### config.mk
export PLATFORM = sky130hd
export DESIGN_NAME = alsu_driver
export DESIGN_NICKNAME = d
export VERILOG_FILES = /design/src/rtl/alsu_driver.sv
export SDC_FILE = /design/constraint.sdc
export NUM_CORES = 1
export LEC_CHECK = 0
export CAP_MARGIN = 10
export CORE_UTILIZATION = 47
export DETAILED_ROUTE_END_ITERATION = 12
export PLACE_DENSITY = 0.72
export SYNTH_ARGS = -nofsm -noshare
export SYNTH_HDL_FRONTEND = slang
export SYNTH_SLANG_ARGS = --single-unit
### constraint.sdc
create_clock -name clk -period 2.5 [get_ports clk]
set_input_delay 0.5 -clock clk [delete_from_list [all_inputs] [get_ports clk]]
set_output_delay 0.5 -clock clk [all_outputs]
set_load 0.005 [all_outputs]
### src/rtl/alsu_driver.sv
// alsu_driver
//   Command-side front end for the ALSU. Packed 16-bit commands arrive over a
//   valid/ready interface and are buffered in a small FIFO. Illegal commands
//   are answered locally with an error response and never reach the ALSU.
//   Legal commands are driven onto the ALSU pins, the ALSU result is sampled
//   after ALSU_LATENCY edges, and the result is returned over a second
//   valid/ready interface. Only one command is in flight at a time.
//
// Parameters
//   FIFO_DEPTH    command FIFO entries (power of 2, 2..16)
//   ALSU_LATENCY  edges from a drive-pin change until alsu_out reflects it
//
// Ports
//   clk, rst                 clock (rising edge), async active-high reset
//   cmd_valid/ready/data     command input; data = {A,B,opcode,cin,serial_in,
//                            direction,red_op_A,red_op_B,bypass_A,bypass_B}
//   A, B, opcode, cin, serial_in, direction, red_op_A, red_op_B,
//   bypass_A, bypass_B       registered ALSU drive pins
//   alsu_out                 ALSU result
//   rsp_valid/ready/data/err response output; data is 0 on error
//   busy                     FSM not idle or FIFO not empty
//   err_count                saturating count of rejected commands
module alsu_driver #(
  parameter int unsigned FIFO_DEPTH   = 4,
  parameter int unsigned ALSU_LATENCY = 2
) (
  input  logic        clk,
  input  logic        rst,
  input  logic        cmd_valid,
  output logic        cmd_ready,
  input  logic [15:0] cmd_data,
  output logic [2:0]  A,
  output logic [2:0]  B,
  output logic [2:0]  opcode,
  output logic        cin,
  output logic        serial_in,
  output logic        direction,
  output logic        red_op_A,
  output logic        red_op_B,
  output logic        bypass_A,
  output logic        bypass_B,
  input  logic [5:0]  alsu_out,
  output logic        rsp_valid,
  input  logic        rsp_ready,
  output logic [5:0]  rsp_data,
  output logic        rsp_err,
  output logic        busy,
  output logic [7:0]  err_count
);

  localparam int unsigned AW = (FIFO_DEPTH > 1) ? $clog2(FIFO_DEPTH) : 1;
  localparam int unsigned CW = $clog2(FIFO_DEPTH + 1);
  localparam int unsigned LW = (ALSU_LATENCY > 1) ? $clog2(ALSU_LATENCY) : 1;
  localparam logic [CW-1:0] FULL_COUNT = CW'(FIFO_DEPTH);
  localparam logic [LW-1:0] WAIT_LOAD  = LW'(ALSU_LATENCY - 1);

  typedef enum logic [1:0] {
    IDLE,
    ISSUE,
    WAIT,
    RESP
  } state_t;

  typedef struct packed {
    logic [2:0] a;
    logic [2:0] b;
    logic [2:0] op;
    logic       cin;
    logic       serial_in;
    logic       direction;
    logic       red_a;
    logic       red_b;
    logic       byp_a;
    logic       byp_b;
  } cmd_t;

  // ---------------------------------------------------------------------------
  // Command FIFO
  // ---------------------------------------------------------------------------
  logic [15:0]   mem [FIFO_DEPTH];
  logic [AW-1:0] head;
  logic [AW-1:0] tail;
  logic [CW-1:0] count;
  logic          push;
  logic          pop;

  state_t        state;
  cmd_t          cmd_reg;
  logic [LW-1:0] wait_cnt;
  logic          cmd_illegal;

  assign cmd_ready = (count != FULL_COUNT);
  assign push      = cmd_valid && cmd_ready;
  assign pop       = (state == IDLE) && (count != '0);
  assign busy      = (state != IDLE) || (count != '0);

  // Storage needs no reset: entries are only read when count says they are valid.
  always_ff @(posedge clk) begin
    if (push) begin
      mem[tail] <= cmd_data;
    end
  end

  always_ff @(posedge clk or posedge rst) begin
    if (rst) begin
      head  <= '0;
      tail  <= '0;
      count <= '0;
    end else begin
      if (push) begin
        tail <= tail + 1'b1;
      end
      if (pop) begin
        head <= head + 1'b1;
      end
      case ({push, pop})
        2'b10:   count <= count + 1'b1;
        2'b01:   count <= count - 1'b1;
        default: count <= count;
      endcase
    end
  end

  // ---------------------------------------------------------------------------
  // Legality: opcodes 6/7 are invalid, reductions only apply to opcodes 0/1.
  // ---------------------------------------------------------------------------
  always_comb begin
    cmd_illegal = 1'b0;
    if ((cmd_reg.op == 3'd6) || (cmd_reg.op == 3'd7)) begin
      cmd_illegal = 1'b1;
    end
    if ((cmd_reg.red_a || cmd_reg.red_b) && (cmd_reg.op > 3'd1)) begin
      cmd_illegal = 1'b1;
    end
  end

  // ---------------------------------------------------------------------------
  // Control FSM with registered outputs
  // ---------------------------------------------------------------------------
  // The legality check is evaluated on the command register in ISSUE, the
  // cycle after the pop, so an error response appears one edge after the pop.
  always_ff @(posedge clk or posedge rst) begin
    if (rst) begin
      state     <= IDLE;
      cmd_reg   <= '0;
      wait_cnt  <= '0;
      A         <= '0;
      B         <= '0;
      opcode    <= '0;
      cin       <= 1'b0;
      serial_in <= 1'b0;
      direction <= 1'b0;
      red_op_A  <= 1'b0;
      red_op_B  <= 1'b0;
      bypass_A  <= 1'b0;
      bypass_B  <= 1'b0;
      rsp_valid <= 1'b0;
      rsp_data  <= '0;
      rsp_err   <= 1'b0;
      err_count <= '0;
    end else begin
      case (state)
        IDLE: begin
          if (pop) begin
            cmd_reg <= cmd_t'(mem[head]);
            state   <= ISSUE;
          end
        end

        ISSUE: begin
          if (cmd_illegal) begin
            rsp_data  <= '0;
            rsp_err   <= 1'b1;
            rsp_valid <= 1'b1;
            if (err_count != 8'hFF) begin
              err_count <= err_count + 1'b1;
            end
            state <= RESP;
          end else begin
            A         <= cmd_reg.a;
            B         <= cmd_reg.b;
            opcode    <= cmd_reg.op;
            cin       <= cmd_reg.cin;
            serial_in <= cmd_reg.serial_in;
            direction <= cmd_reg.direction;
            red_op_A  <= cmd_reg.red_a;
            red_op_B  <= cmd_reg.red_b;
            bypass_A  <= cmd_reg.byp_a;
            bypass_B  <= cmd_reg.byp_b;
            wait_cnt  <= WAIT_LOAD;
            state     <= WAIT;
          end
        end

        WAIT: begin
          if (wait_cnt == '0) begin
            rsp_data  <= alsu_out;
            rsp_err   <= 1'b0;
            rsp_valid <= 1'b1;
            state     <= RESP;
          end else begin
            wait_cnt <= wait_cnt - 1'b1;
          end
        end

        RESP: begin
          if (rsp_ready) begin
            rsp_valid <= 1'b0;
            state     <= IDLE;
          end
        end

        default: state <= IDLE;
      endcase
    end
  end

endmodule

# Yosys cells after proc, flatten, opt, wreduce, memory -nomap -nowiden
# Memories as Yosys holds them, arrays and structs flattened. A register that Yosys moved wholly into a read port is not among the register bits.
# Index checks and enable logic that the tools add are counted.
[classes]
add_sub_neg = 6
bitwise = 1
mux = 22
order_cmp = 1
reduce_logical = 19
n_eq_ne = 14
[ops]
columns = ["cell", "n"]
rows = [
  ["two-way mux 6 bit", 2],
  ["one-hot mux 6 bit (2 select lines)", 1],
  ["two-way mux 1 bit", 11],
  ["!= test 2 bit (second input constant)", 5],
  ["AND reduction 3 bit", 3],
  ["adder 8 x 1 -> 8 bit (second input constant)", 1],
  ["!= test 8 bit (second input constant)", 1],
  ["one-hot mux 2 bit (4 select lines)", 1],
  ["equality test 2 bit (second input constant)", 3],
  ["equality test 3 bit (second input constant)", 2],
  ["two-way mux 2 bit", 3],
  ["one-hot mux 3 bit (2 select lines)", 1],
  ["AND reduction 2 bit", 3],
  ["nonzero test 2 bit", 3],
  ["nonzero test 3 bit", 2],
  ["adder 2 x 1 -> 2 bit (second input constant)", 2],
  ["equality test 2 x 1 -> 1 bit (second input constant)", 2],
  ["one-hot mux 1 bit (2 select lines)", 2],
  ["AND reduction 4 bit", 1],
  ["adder 3 x 1 -> 3 bit (second input constant)", 1],
  ["> comparator 3 x 1 -> 1 bit (second input constant)", 1],
  ["logical AND 1 bit", 3],
  ["logical OR 1 bit", 3],
  ["!= test 3 bit (second input constant)", 1],
  ["5 further kinds", 5],
]
[word_totals]
ramBits = 64
in_bits = 26
out_inout_bits = 34
memories = 1
register_bits = 42
[mem_list]
columns = ["memory", "depth", "width", "read_ports", "rd_ports_with_merged_regs", "wr", "line", "rtl"]
rows = [
  ["mem", 4, 16, 1, 1, 1, "80", "logic [15:0] mem [FIFO_DEPTH];"],
]

# Logic depth before layout (Yosys ltp)
# Gate-level depths: netlist (run 1).
[logic_depth]
depth_word = 6
depth_mapped = 11

# Worst setup path after synthesis (run 1)
# Ideal clock, no wire load.
[synth_path]
kind = "reg2reg"
start = "register state[0]"
end = "register count[2]"
synth_period_minus_slack_ps = 2236
t_required_ps = 2421
path_stages_with_launch = 12
setup_ps = 79
slack_ps = 264
arrival_ps = 2157
n_path_buf = 1
cell_sequence = "dfrtp_1 inv_1 ha_1 nand2b_1 inv_2 buf_2 ha_1 inv_1 fa_1 xor2_1 nor2_1 xor2_1"
[synth_via]
elab_chain_cells = 4
word_cells_on_any_way = 6
classes_between = "2 x eq/ne; 1 x mux; 3 x reduce/logical"
[synth_rtl]
columns = ["item", "line", "rtl"]
rows = [
  ["start, declared", "87", "state_t state;"],
  ["start signal, assigned", "144", "state <= IDLE;"],
  ["start signal, assigned", "166", "state <= ISSUE;"],
  ["start signal, assigned", "178", "state <= RESP;"],
  ["logical NOT 2 bit *", "94", "assign pop = (state == IDLE) && (count != '0);"],
  ["logical AND 1 bit *", "94", ""],
  ["named net pop", "85", "logic pop;"],
  ["equality test 2 x 1 -> 1 bit or equality test 2 bit (tied branches)", "116", "case ({push, pop})"],
  ["one-hot mux 3 bit (2 select lines) or nonzero test 2 bit (tied branches)", "n/a", ""],
  ["end signal, assigned", "117", "2'b10: count <= count + 1'b1;"],
  ["end signal, assigned", "118", "2'b01: count <= count - 1'b1;"],
  ["end signal, assigned", "119", "default: count <= count;"],
  ["end, declared", "83", "logic [CW-1:0] count;"],
]
# Mark *: on every way through the listed nets, which the timed path passes. The rest lies on a longest branch.
# A chain may end at the register's enable or synchronous reset.

# Final worst setup path (run 1)
[layout_path]
start = "register state[0]"
end = "output port busy"
[layout_via]
elab_chain_cells = 2
[layout_rtl]
columns = ["item", "line", "rtl"]
rows = [
  ["nonzero test 2 bit", "95", "assign busy = (state != IDLE) || (count != '0);"],
  ["logical OR 1 bit", "95", ""],
  ["end, declared", "47", "output logic busy,"],
]
# Every way passes these cells.

==> impl_metrics.py, run 1 <==
metrics = {
    "pwr": {
        "cellLeakagePower_uw": 0.00253,
        "power.density_nw_per_um2": 1330,
        "ir_drop_uv": 518,
    },
    "cts": {
        "root_buffer": "clkbuf_8",
        "postCtsHoldBufs": 0,
        "clk_latency_ps": 500,
        "cts_tree": "yes",
        "clock_path_buffers": 2,
        "h-tree-depth": 4,
        "clk_pin_slew_ps": 60,
        "cts_sinks": 122,
        "cts_made_buffers": 17,
    },
    "worst_setup_path": {
        "crit_path_end_kind": "primary output",
        "crit_path_max_incr_delay_ps": 500,
        "r2r_slack_ps": 430,
        "cp.arrival_ps": 1870,
        "critical_path.cell_chain": "inv_1 -> ha_1 -> nand2_2 -> clkdlybuf4s50_1",
        "start_kind": "flop",
        "crit_fanout": 5,
        "cp_slowest_cell": "clkdlybuf4s50_1",
        "critPathKind": "reg -> out",
        "critPathRequiredTime_ps": 2000,
    },
    "floorplanning": {
        "start_util_pct": 48.4,
        "die_w_um": 105,
        "ioPinCount": 60,
        "die_area_um2": 11000,
        "core_area_um2": 10300,
        "rows": 37,
        "dieHeight_um": 105,
    },
    "cells_and_area": {
        "antenna_cells": 0,
        "fillers": 772,
        "drive_gt1_share_pct": 27.1,
        "stdcell_count": 512,
        "area_growth_pct": 27.8,
        "final_nets": 400,
        "largest_reg_flops": 64,
    },
    "sta": {
        "worstMarginPinSlew_ps": 573,
        "period_share_pct": 94.6,
        "slew_headroom_pct": 61.5,
        "rsz0062_at_grt": "no",
        "report.final.slew_viol_count": 0,
        "finalSetupViolCount": 0,
        "period_needed_ps": 2370,
        "setup_slack_ps": 135,
        "fin_setup_tns_ps": 0,
        "fin_worst_skew_ps": 10.2,
        "hold_viol": 0,
        "max_freq_ghz": 0.423,
    },
    "yosys": {
        "synth-seq-area-share_pct": 67.9,
        "yosysTopAreaCell": "edfxtp_1",
        "synth_area_um2": 4970,
        "synth_nets": 321,
        "synth_top_area_share_pct": 38.7,
        "ys_types": 41,
        "synth_area_per_cell_um2": 17.5,
        "ys_ff_latch": 122,
        "synth_warnings": 0,
        "netlist_instances": 284,
        "netlist_top_cells_area": "edfxtp_1 39%, dfrtp_1 29%, mux4_2 6.8%",
    },
    "grt": {
        "grt_antenna_before_repair": 0,
        "overflow": 0,
        "grt_pass1_vias": 2782,
        "grt_usage_pct": 17.0,
        "grt_max_degree": 59,
        "grt_pass1_wl_um": 14000,
    },
    "routing": {
        "via_count": 2646,
        "finalWirelength_um": 8520,
        "viasPerCell": 5.17,
        "drtPass1Iterations": 4,
        "drtIter0Drc": 77,
        "ant_nets": 0,
        "wl_per_cell_um": 16.6,
        "drc": 0,
    },
    "flow_run": {
        "cap_violations": 0,
    },
    "worst_hold_path": {
        "hp-class": "in -> async",
    },
    "placed_design": {
        "place_hpwl_um": 5240,
        "place_congestion": 0.768,
        "placed_cells": 479,
        "place_ws_ps": 272,
        "io_buffers": 59,
    },
    "run_status": {
        "status": "complete, no violations",
    },
}
## final timing paths
check                               from          to  cells after the start
worst max-delay path            state[0]        busy                      4
worst min-delay path                 rst        B[0]                      3
worst max register to register  state[1]    count[2]                     10
worst min register to register  count[0]    count[0]                      1
max in group asynchronous            rst  cmd_reg[2]                      3
min in group clk                count[0]    count[0]                      1
## synthesized netlist by cell type, drive strengths merged
| cell type | count |
|---|---|
| o21ai | 8 |
| ha | 10 |
| nand4 | 8 |
| edfxtp | 64 |
| nor4b | 1 |
| nor2b | 2 |
| dfrtp | 58 |
| and3 | 5 |
| a31oi | 2 |
| a21oi | 3 |
| a31o | 1 |
| nand3 | 4 |
| mux4 | 16 |
| a41oi | 1 |
| fa | 1 |
| o211a | 1 |
| nor3b | 1 |
| inv | 20 |
| mux2 | 36 |
| xor2 | 5 |
| nor2 | 3 |
| nand2 | 7 |
| mux2i | 2 |
| buf | 8 |
| a21boi | 2 |
| nand2b | 1 |
| a21bo | 1 |
| xnor2 | 4 |
| o31ai | 2 |
| nor3 | 5 |
| o22ai | 1 |
| nand3b | 1 |
## power breakdown
group / internal, uW / switching (uW)
Clock: 1540 / 906
Combinational: 1590 / 1200
Sequential: 2820 / 393
Total: 5950 / 2500
## cell families (layout without fill, tap and decap cells)
logic type      Yosys count  in the layout  synth area share [%]
simple gates             38             38                  4.56
flops                   122            122                  67.9
mux                      54             54                  16.9
xor+xnor                  9              9                  1.59
fa+ha+maj                11             11                  2.92
compound gates           22             22                  3.40
buf+inv                  28            120                  2.82
## worst max-delay path, delay by kind of cell, from the launching register on
family                   cells  cell delay, ps
flip-flops                   1             390
buffers and inverters        2             590
AND/OR/NAND/NOR              1             120
adder cells (fa/ha/maj)      1             270
## cells in the final DEF, fill, tap and decap left out, types with 2 or more instances in the layout
cell type        count
xor2_1               5
nand2_1              5
xnor2_1              4
ha_1                10
clkinvlp_4           3
inv_1               18
inv_2                2
buf_4                8
o21ai_0              7
clkbuf_16           16
clkdlybuf4s50_1     59
nor3_1               5
and3_1               5
a21oi_1              3
clkinv_4             2
mux2i_1              2
nor2b_1              2
mux2_2              23
nor2_1               3
nand3_1              3
dfrtp_1             58
bufinv_16            3
mux4_2              15
edfxtp_1            64
inv_6                6
a31oi_1              2
nand4_1              8
mux2_4              13
## area by class of cell
class / count / area [um^2] / area share (%)
sequential: 122 / 3370 / 53.1
multi-input combinational: 134 / 1460 / 23.0
timing repair buffer: 68 / 671 / 10.6
clock buffer: 17 / 414 / 6.52
clock inverter: 15 / 188 / 2.96
tap: 136 / 170 / 2.68
inverter: 20 / 75.1 / 1.18
## through the flow
stage          area [um^2]  util (%)  hold WS (ps)  total power [uW]
2_1_floorplan         4970         -           460              5060
3_3_place_gp          5740      55.8           480              5920
3_5_place_dp          5740      55.8           485              6030
4_1_cts               6340      61.7           379              8540
5_1_grt               6350      61.8           416              8900
6_report              6350      61.8           371              8450
## metal layers
metal  vias to the layer above  wire length, um  global-route usage, %
li1                       1233                -                      -
met1                      1330             3750                   21.2
met2                        73             4280                   28.1
met3                        10              377                   4.55
met4                         0              111                   7.04
met5                         -                0                      0
## repair_timing
item,in CTS,in global routing
setup endpoints to repair,0,1
gates resized for setup,0,1
buffers inserted,0,1
(Power assumes the default switching activity.)
==> inputs of run 2 (changes only) <==
--- a/config.mk
+++ b/config.mk
@@ -9,6 +9,7 @@
 export CORE_UTILIZATION = 47
 export DETAILED_ROUTE_END_ITERATION = 12
 export PLACE_DENSITY = 0.72
+export SLEW_MARGIN = 10
 export SYNTH_ARGS = -nofsm -noshare
 export SYNTH_HDL_FRONTEND = slang
 export SYNTH_SLANG_ARGS = --single-unit
==> results of run 2 <==
Same layout as run 1: the final DEF is identical, and so are final timing and power.
